===== src/rtl/fifo_pkg.sv =====
// Shared types and helpers for the byte FIFO and the word packer that drains it.
package fifo_pkg;

  localparam int BYTE_W = 8;

  typedef logic [BYTE_W-1:0] byte_t;

  typedef enum logic {FILL, HOLD} packer_state_e;

  // Low 'count' bits set, clipped to word_bytes lanes (max 8).
  function automatic logic [7:0] keep_mask(input logic [3:0] count, input int word_bytes);
    logic [7:0] m;
    m = '0;
    for (int i = 0; i < 8; i++) begin
      if ((i < int'(count)) && (i < word_bytes)) m[i] = 1'b1;
    end
    return m;
  endfunction

endpackage


===== src/rtl/fifo_word_packer.sv =====
// Drains the byte FIFO and packs WORD_BYTES bytes little-endian into a valid/ready word,
// with flush-driven partial words and a sticky byte-accounting error flag.
module fifo_word_packer
  import fifo_pkg::*;
#(
  parameter int WORD_BYTES = 4
) (
  input  logic                         clk,
  input  logic                         rst,
  input  logic                         fifo_is_empty,
  input  logic [BYTE_W-1:0]            fifo_read_data,
  output logic                         fifo_read_ctrl,
  input  logic                         flush,
  output logic                         out_valid,
  input  logic                         out_ready,
  output logic [BYTE_W*WORD_BYTES-1:0] out_data,
  output logic [WORD_BYTES-1:0]        out_keep,
  output logic                         busy,
  output logic                         error
);

  localparam int LANE_LOG2 = $clog2(WORD_BYTES) + 1;
  localparam int OCC_W     = LANE_LOG2 + 1;

  packer_state_e         state_q, state_d;
  logic [LANE_LOG2-1:0]  fill_count_q, fill_count_d;
  logic                  rd_pending_q;
  logic                  flush_pending_q, flush_pending_d;
  logic [WORD_BYTES-1:0] keep_q, keep_d;
  byte_t                 lanes_q [WORD_BYTES];
  logic [31:0]           bytes_popped_q, bytes_emitted_q;
  logic                  error_q;

  logic                  handshake, capture_full, flush_emit;
  logic [OCC_W-1:0]      occupancy;
  logic [7:0]            flush_mask;
  logic [LANE_LOG2:0]    keep_pop;

  // An in-flight byte already owns a lane, so it counts toward the word.
  assign occupancy      = OCC_W'(fill_count_q) + OCC_W'(rd_pending_q);
  assign fifo_read_ctrl = (state_q == FILL) && !fifo_is_empty && !flush_pending_q &&
                          (occupancy < OCC_W'(WORD_BYTES));

  assign handshake    = (state_q == HOLD) && out_ready;
  assign capture_full = rd_pending_q && (fill_count_q == LANE_LOG2'(WORD_BYTES - 1));
  assign flush_emit   = (state_q == FILL) && flush_pending_q && !rd_pending_q &&
                        (fill_count_q != '0);
  assign flush_mask   = keep_mask(4'(fill_count_q), WORD_BYTES);

  assign out_valid = (state_q == HOLD);
  assign out_keep  = keep_q;
  assign busy      = (fill_count_q != '0) || rd_pending_q || flush_pending_q;
  assign error     = error_q;

  always_comb begin
    state_d         = state_q;
    fill_count_d    = fill_count_q;
    keep_d          = keep_q;
    flush_pending_d = flush_pending_q;
    case (state_q)
      FILL: begin
        if (flush) flush_pending_d = 1'b1;
        if (rd_pending_q) fill_count_d = fill_count_q + LANE_LOG2'(1);
        if (capture_full) begin
          state_d = HOLD;
          keep_d  = '1;
        end else if (flush_emit) begin
          state_d = HOLD;
          keep_d  = flush_mask[WORD_BYTES-1:0];
        end else if (flush_pending_q && !rd_pending_q && (fill_count_q == '0)) begin
          // Nothing buffered: the flush completes without producing a word.
          flush_pending_d = 1'b0;
        end
      end
      HOLD: begin
        if (out_ready) begin
          state_d         = FILL;
          fill_count_d    = '0;
          keep_d          = '0;
          flush_pending_d = 1'b0;
        end
      end
      default: state_d = FILL;
    endcase
  end

  always_comb begin
    keep_pop = '0;
    for (int i = 0; i < WORD_BYTES; i++) begin
      keep_pop = keep_pop + (LANE_LOG2 + 1)'(keep_q[i]);
    end
  end

  always_ff @(posedge clk) begin
    if (rst) begin
      state_q         <= FILL;
      fill_count_q    <= '0;
      rd_pending_q    <= 1'b0;
      flush_pending_q <= 1'b0;
      keep_q          <= '0;
      bytes_popped_q  <= '0;
      bytes_emitted_q <= '0;
      error_q         <= 1'b0;
    end else begin
      state_q         <= state_d;
      fill_count_q    <= fill_count_d;
      rd_pending_q    <= fifo_read_ctrl;
      flush_pending_q <= flush_pending_d;
      keep_q          <= keep_d;
      bytes_popped_q  <= bytes_popped_q + 32'(fifo_read_ctrl);
      if (handshake) bytes_emitted_q <= bytes_emitted_q + 32'(keep_pop);
      error_q <= error_q | (bytes_emitted_q > bytes_popped_q);
    end
  end

  // Lanes are cleared on handshake so unused lanes of a partial word read as zero.
  always_ff @(posedge clk) begin
    for (int i = 0; i < WORD_BYTES; i++) begin
      if (rst || handshake) begin
        lanes_q[i] <= '0;
      end else if (rd_pending_q && (fill_count_q == LANE_LOG2'(i))) begin
        lanes_q[i] <= fifo_read_data;
      end
    end
  end

  for (genvar gi = 0; gi < WORD_BYTES; gi++) begin : g_pack
    assign out_data[BYTE_W*gi +: BYTE_W] = lanes_q[gi];
  end

endmodule


===== config.mk =====
export PLATFORM = sky130hd
export DESIGN_NAME = fifo_word_packer
export DESIGN_NICKNAME = d
export VERILOG_FILES = /design/src/rtl/fifo_pkg.sv /design/src/rtl/fifo_word_packer.sv
export SDC_FILE = /design/constraint.sdc
export NUM_CORES = 1
export LEC_CHECK = 0
export BUFFER_PORTS_ARGS = -buffer_cell sky130_fd_sc_hd__buf_2
export CAP_MARGIN = 20
export CORE_MARGIN = 4
export CORE_UTILIZATION = 59
export CTS_CLUSTER_DIAMETER = 80
export DETAILED_ROUTE_END_ITERATION = 7
export PLACE_DENSITY_LB_ADDON = 0.12
export SLEW_MARGIN = 10
export SYNTH_ARGS = -nofsm -noshare
export SYNTH_HDL_FRONTEND = slang
export SYNTH_SLANG_ARGS = --single-unit

===== constraint.sdc =====
create_clock -name clk -period 2.9 [get_ports clk]
set_input_delay 0.58 -clock clk [delete_from_list [all_inputs] [get_ports clk]]
set_output_delay 0.58 -clock clk [all_outputs]
set_load 0.01 [all_outputs]

==> flow_summary_export.csv, run 1 <==
group,metric,value,unit
finish,drive_above_1_share,15.5,%
logic_synthesis,synth_area,5430,µm²
finish,diodes,0,
sta,layout_min_cycle_time,2.70,ns
sta,fin_skew,0.0123,ns
logic_synthesis,ys_seq_area_share,45.4,%
global_route,grt_use_total,21.5,%
logic_synthesis,synthCells,573,
setup_path,critPathArrivalTime,3.00,ns
run_status,status,"completed",
placement,place_congestion,0.843,
logic_synthesis,syn-num-nets,627,
floorplanning,coreArea,8850,µm²
sta,worstMarginPinSlew,0.750,ns
logic_synthesis,yosys.area.top_type,"dfxtp_1",
power_and_ir_drop,vdd_drop_max,0.000407,V
finish,fin_nets,688,
global_route,overflow,0,
logic_synthesis,syn_area_per_cell,9.47,µm²
clock_network,cts_buffers,9,
finish,mostFrequentLayoutCells,"75 x dfxtp_1, 63 x nor2_1, 52 x buf_2, 42 x inv_1",
power_and_ir_drop,p_total,2.70,mW
finish,final_common_cell,"dfxtp_1",
floorplanning,start_util,61.3,%
placement,pre_cts_slack,0.148,ns
clock_network,cts_buffer_depth,2,
floorplanning,die_w,104,µm
logic_synthesis,synth_seq_cells,107,
detailed_routing,routed_wl,11200,µm
sta,max_freq,370,MHz
placement,io_buffer_count,52,
global_route,grt_first_pass_wirelength,19300,µm
floorplanning,die_h,104,µm
logic_synthesis,async_reset_ff_share,0,%
finish,syn2layout_area_growth,12.4,%
placement,dp_hpwl,8480,µm
setup_path,setup.worst_path.class,"flop to flop",
sta,period_share,93.2,%
logic_synthesis,synth-edff-count,32,
detailed_routing,wl_per_cell,15.0,µm
detailed_routing,viasPerCell,5.69,
min_path,hold_class,"flop to flop",
power_and_ir_drop,p_leak,2.40,nW
sta,finalHoldViolCount,0,
sta,fin_tns_setup,0,ns
logic_synthesis,synth_ff_type,"dfxtp_1",
finish,final.fill_count,712,
detailed_routing,ant_nets,0,
setup_path,cp.required,3.20,ns
setup_path,slowest_stage,"fa_1",
logic_synthesis,synth_area_leaders,"dfxtp_1 28%, edfxtp_1 18%, ha_1 8.8%, xnor2_1 5.6%, nor2_1 4.4%",
setup_path,critPathLaunch,"out_keep[0]$_SDFFE_PP0P_",
sta,relSlewSlack,50.0,%
clock_network,cts_tree,"done",
global_route,antenna_found_initial,0,
global_route,grt_pass1_vias,3978,
flow_run,max_cap_violations,0,
clock_network,clockRootBuffer,"clkbuf_8",
clock_network,clk_latency,0.37,ns
finish,post-route-util,68.9,%
clock_network,cts_htree_levels,3,
setup_path,cp.buffers_inverters,1,
sta,fin_ws,0.198,ns
logic_synthesis,yosysTopAreaCellShare,27.7,%
clock_network,path_clk_slew,0.10,ns
detailed_routing,drc,0,
floorplanning,dieArea,10800,µm²
logic_synthesis,yosys_warnings,0,
setup_path,end_kind,"flop",
sta,setup_violations,0,
detailed_routing,dr.pass1.iters,4,
power_and_ir_drop,powerDensity,443,nW/µm²
sta,finalMaxSlewViolations,0,
setup_path,critPathMaxFanout,7,
detailed_routing,dr.first_iter.drc_count,198,
setup_path,path_cells,"fa_1 > inv_1 > fa_1 > nor2b_2 > o2111ai_4 > or3_1 > or3_1 > a21oi_1",
detailed_routing,via_count,4251,
setup_path,crit_path_start_kind,"flop",
setup_path,rr_startpoint,"out_keep[0]$_SDFFE_PP0P_",
global_route,grt_start_max_net_pins,73,
floorplanning,ios,53,
floorplanning,rows,34,
clock_network,clkSinkCount,107,
logic_synthesis,synth_cell_types,50,
min_path,min-delay-start,"bytes_popped_q[31]$_SDFF_PP0_",
setup_path,crit_family,"adder cells",
setup_path,cp_slowest_stage_delay,0.55,ns
==> where the power goes <==
part | leakage, nW | internal (mW) | switching [mW]
combinational | 1.37 | 0.0719 | 0.110
clock | 0.0927 | 0.404 | 0.519
sequential | 0.939 | 1.58 | 0.0215
==> timing repair <==
item | 4_1_cts | 5_1_grt
hold buffers | 0 | 0
resized for setup | 0 | 11
setup buffers | 0 | 1
endpoints found under the setup margin | 0 | 16
==> synthesized netlist by cell type (all sizes together) (2+ instances only) <==
cell and count:
dfxtp 75, nor2 63, inv 42, ha 38, a21oi 37, xnor2 35
and2 34, nand2 33, edfxtp 32, nand3 28, nand4 21, o21ai 13
xor2 13, nor3 12, or3 12, and3 11, and4 11, clkbuf 11
nor4 10, nor2b 7, a21o 6, a211oi 3, a311oi 3, fa 3
nand2b 2, nand3b 2
==> path summary, 6_finish.rpt <==
kind	to	slack [ns]	cells past startpoint
worst max-delay path	bytes_emitted_q[31]$_SDFFE_PP0P_	0.20	8
worst min-delay path	bytes_popped_q[31]$_SDFF_PP0_	0.51	2
worst max register to register	bytes_emitted_q[31]$_SDFFE_PP0P_	0.20	8
worst min register to register	bytes_popped_q[31]$_SDFF_PP0_	0.51	2
==> through the flow <==
| step | instance area [µm²] | std cells | hold WS, ns |
|---|---|---|---|
| floorplan | 5430 | 573 | 0.458 |
| global placement | 5840 | 730 | 0.472 |
| detailed placement | 5840 | 730 | 0.495 |
| CTS | 6040 | 746 | 0.510 |
| global route | 6100 | 747 | 0.519 |
| finish | 6100 | 747 | 0.509 |
==> worst min-delay path, cell delays in order (launching register included) <==
cell	delay, ns
dfxtp_1	0.34
o21ai_0	0.07
a21oi_1	0.06
==> layout make-up <==
class	instances	area [µm²]	area share, %
Inverter	42	158	2.58
Multi-Input combinational cell	412	2810	46.1
Clock buffer	9	124	2.03
Timing Repair Buffer	62	335	5.50
Tap cell	108	135	2.22
Sequential cell	107	2460	40.4
Clock inverter	7	73.8	1.21
==> kinds of logic after synthesis <==
kind of cell | share of synthesized area [%]
AND/OR/NAND/NOR | 25.1
flip-flops | 45.4
AO/OA/AOI/OAI | 8.16
buffers and inverters | 3.76
XOR/XNOR | 7.75
adder cells (fa/ha/maj) | 9.87
==> routing by layer <==
layer,vias to the layer above,part of all wire [%],GRT usage (%),wire [µm]
met5,-,0,0,0
met3,10,5.3,4.97,600
li1,2132,-,-,-
met4,0,1.0,5.51,114
met2,100,47,34.7,5290
met1,2009,47,29.3,5230
==> flip-flops by register name, summed over array words and instances, names as in the netlist <==
name,flops
out_valid,1
lanes_q,32
bytes_popped_q,32
bytes_emitted_q,32
fill_count_q,3
flush_pending_q,1
rd_pending_q,1
out_keep,4
error,1
(Power assumes the default switching activity.)
==> run 2: changes to the inputs <==
==> constraint.sdc (replaced) <==
create_clock -name clk -period 2.9 [get_ports clk]
set_input_delay 0.29 -clock clk [delete_from_list [all_inputs] [get_ports clk]]
set_output_delay 0.29 -clock clk [all_outputs]
set_load 0.01 [all_outputs]
==> run 2 against run 1 <==
Combinational power barely moved. First-iteration DRC count fell by 3.0%. Die area unchanged. Final area shrank 0.70%. Non-clock buffer count down 2. Sequential cell count stayed put. Clock-buffer cell count unchanged. Worst setup slack got worse by 0.081 ns. Register-to-register slack got worse by 0.08 ns. Core utilization is 0.48 points lower. Clock skew is 0.0016 ns higher. Largest cell class unchanged.
==> flow_summary_export.csv, run 2 (synthesis gave the netlist of run 1 again) <==
group,metric,value,unit
run_status,status,"completed",
setup_path,critPathArrivalTime,3.02,ns
power_and_ir_drop,p_leak,2.37,nW
finish,mostFrequentLayoutCells,"74 x dfxtp_1, 63 x nor2_1, 52 x buf_2, 42 x inv_1, 38 x ha_1",
detailed_routing,dr.first_iter.drc_count,192,
clock_network,cts_buffers,9,
clock_network,cts_tree,"done",
setup_path,setup.worst_path.class,"flop to flop",
setup_path,crit_family,"simple AND/OR/NAND/NOR gates",
finish,top_regs,"bytes_emitted_q (32), bytes_popped_q (32), lanes_q (32)",
placement,dp_hpwl,8520,µm
flow_run,max_cap_violations,0,
power_and_ir_drop,powerDensity,439,nW/µm²
global_route,overflow,0,
clock_network,clockRootBuffer,"clkbuf_8",
detailed_routing,viasPerCell,5.70,
floorplanning,die_h,104,µm
setup_path,critPathMaxFanout,7,
detailed_routing,dr.pass1.iters,5,
clock_network,path_clk_slew,0.11,ns
setup_path,crit_path_start_kind,"flop",
detailed_routing,wl_per_cell,15.1,µm
floorplanning,ios,53,
detailed_routing,wl_met2,5220,µm
finish,syn2layout_area_growth,11.6,%
clock_network,clkSinkCount,107,
setup_path,rr_startpoint,"fill_count_q[2]$_SDFFE_PP0P_",
sta,fin_tns_setup,0,ns
global_route,antenna_found_initial,0,
sta,setup_violations,0,
finish,diodes,0,
sta,finalHoldViolCount,0,
setup_path,worstReg2RegEnd,"bytes_popped_q[24]$_SDFF_PP0_",
global_route,grt_pass1_vias,3843,
detailed_routing,met3_length,531,µm
finish,final.fill_count,692,
setup_path,cp.buffers_inverters,0,
sta,max_freq,359,MHz
detailed_routing,highest_layer,"met4",
setup_path,cp_slowest_stage_delay,0.42,ns
setup_path,end_kind,"flop",
clock_network,cts_setup_buffers,0,
setup_path,critPathLaunch,"fill_count_q[2]$_SDFFE_PP0P_",
sta,layout_min_cycle_time,2.78,ns
finish,regArea,2460,µm²
sta,period_share,96.0,%
placement,place_congestion,0.842,
floorplanning,start_util,61.3,%
sta,relSlewSlack,51.2,%
sta,fin_skew,0.0139,ns
global_route,grt_start_max_net_pins,73,
setup_path,crit_cells,10,
power_and_ir_drop,vdd_drop_max,0.000246,V
placement,io_buffer_count,52,
sta,worstMarginPinSlew,0.731,ns
detailed_routing,routed_wl,11300,µm
finish,fin_nets,686,
finish,final_common_cell,"dfxtp_1",
min_path,hold_class,"primary input to flop",
placement,place_inst,729,
setup_path,crit_end,"bytes_popped_q[24]$_SDFF_PP0_",
global_route,grt_use_total,20.7,%
floorplanning,rows,34,
finish,layoutNonFillerInstCount,745,
setup_path,crit_path_frequent_cell,"ha_1",
clock_network,cts_htree_levels,3,
setup_path,r2r_setup_slack,0.12,ns
detailed_routing,drt-met1-wl,5350,µm
global_route,grt_first_pass_wirelength,18400,µm
floorplanning,coreArea,8850,µm²
setup_path,slowest_stage,"nor4_2",
clock_network,clk_latency,0.37,ns
floorplanning,dieArea,10800,µm²
detailed_routing,drc,0,
detailed_routing,ant_nets,0,
finish,multi_input_area,2790,µm²
detailed_routing,via_count,4247,
setup_path,rr_worst_depth,10,
clock_network,cts_buffer_depth,2,
setup_path,path_cells,"nor2b_1 > a31oi_1 > nor4b_2 > ha_1 > ha_1 > and4_1 > nand3_1 > nor4_2 > xnor2_1 > nor2_1",
finish,drive_above_1_share,15.1,%
setup_path,cp.required,3.14,ns
sta,finalMaxSlewViolations,0,
floorplanning,die_w,104,µm
[run 2: cell types whose count changed in the layout (fill, tap and decap cells not counted), sizes merged]
cell / delta
clkinvlp: -2
inv: +1
bufinv: -1
clkinv: +2
buf: -2
[run 2: worst min path at each step]
| stage | start | end | depth (start not counted) |
|---|---|---|---|
| after floorplan | bytes_popped_q[31]$_SDFF_PP0_ | bytes_popped_q[31]$_SDFF_PP0_ | 2 |
| after global placement | bytes_popped_q[31]$_SDFF_PP0_ | bytes_popped_q[31]$_SDFF_PP0_ | 2 |
| after detailed placement | bytes_emitted_q[31]$_SDFFE_PP0P_ | bytes_emitted_q[31]$_SDFFE_PP0P_ | 2 |
| after CTS | fifo_read_data[4] | lanes_q[3][4]$_SDFFCE_PN0P_ | 2 |
| after global routing | fifo_read_data[7] | lanes_q[1][7]$_SDFFCE_PN0P_ | 2 |
| final | fifo_read_data[4] | lanes_q[2][4]$_SDFFCE_PN0P_ | 2 |
[run 2: timing repair]
| action | in CTS | in global routing |
|---|---|---|
| hold buffers | 0 | 0 |
| cloned | 0 | 0 |
| gates resized for setup | 1 | 6 |
| setup endpoints to repair | 1 | 19 |
[run 2: worst reg2reg max path, stage by stage, from the launching register on]
cell and delay (ns):
dfxtp_2 0.39, nor2b_1 0.10, a31oi_1 0.21, nor4b_2 0.31
ha_1 0.29, ha_1 0.25, and4_1 0.23, nand3_1 0.24
nor4_2 0.42, xnor2_1 0.16, nor2_1 0.05
[run 2: layout make-up]
class	instances	area share [%]
Clock buffer	9	2.05
Clock inverter	7	1.07
Inverter	42	2.60
Multi-Input combinational cell	412	46.1
Sequential cell	107	40.7
Tap cell	108	2.23
Timing Repair Buffer	60	5.29
[run 2: per-stage QoR]
stage	total power [mW]	area (µm²)	hold WS, ns	util, %	worst slack (ns)
2_1_floorplan	1.73	5430	0.458	-	0.150
6_report	2.66	6060	0.234	68.5	0.117
4_1_cts	2.68	6030	0.225	68.1	0.0186
3_5_place_dp	1.81	5840	0.494	66.0	0.000691
5_1_grt	2.78	6060	0.231	68.5	-0.0411
3_3_place_gp	1.81	5840	0.471	66.0	0.148
[run 2: power breakdown]
| group | switching (mW) | internal [mW] |
|---|---|---|
| clock | 0.548 | 0.334 |
| combinational | 0.109 | 0.0704 |
| sequential | 0.0208 | 1.58 |
| total | 0.678 | 1.98 |
[run 2: layer usage]
layer | up-vias | track usage (%)
met5 | - | 0
li1 | 2129 | -
met3 | 13 | 4.22
met1 | 2003 | 28.2
met2 | 102 | 33.4
met4 | 0 | 5.79
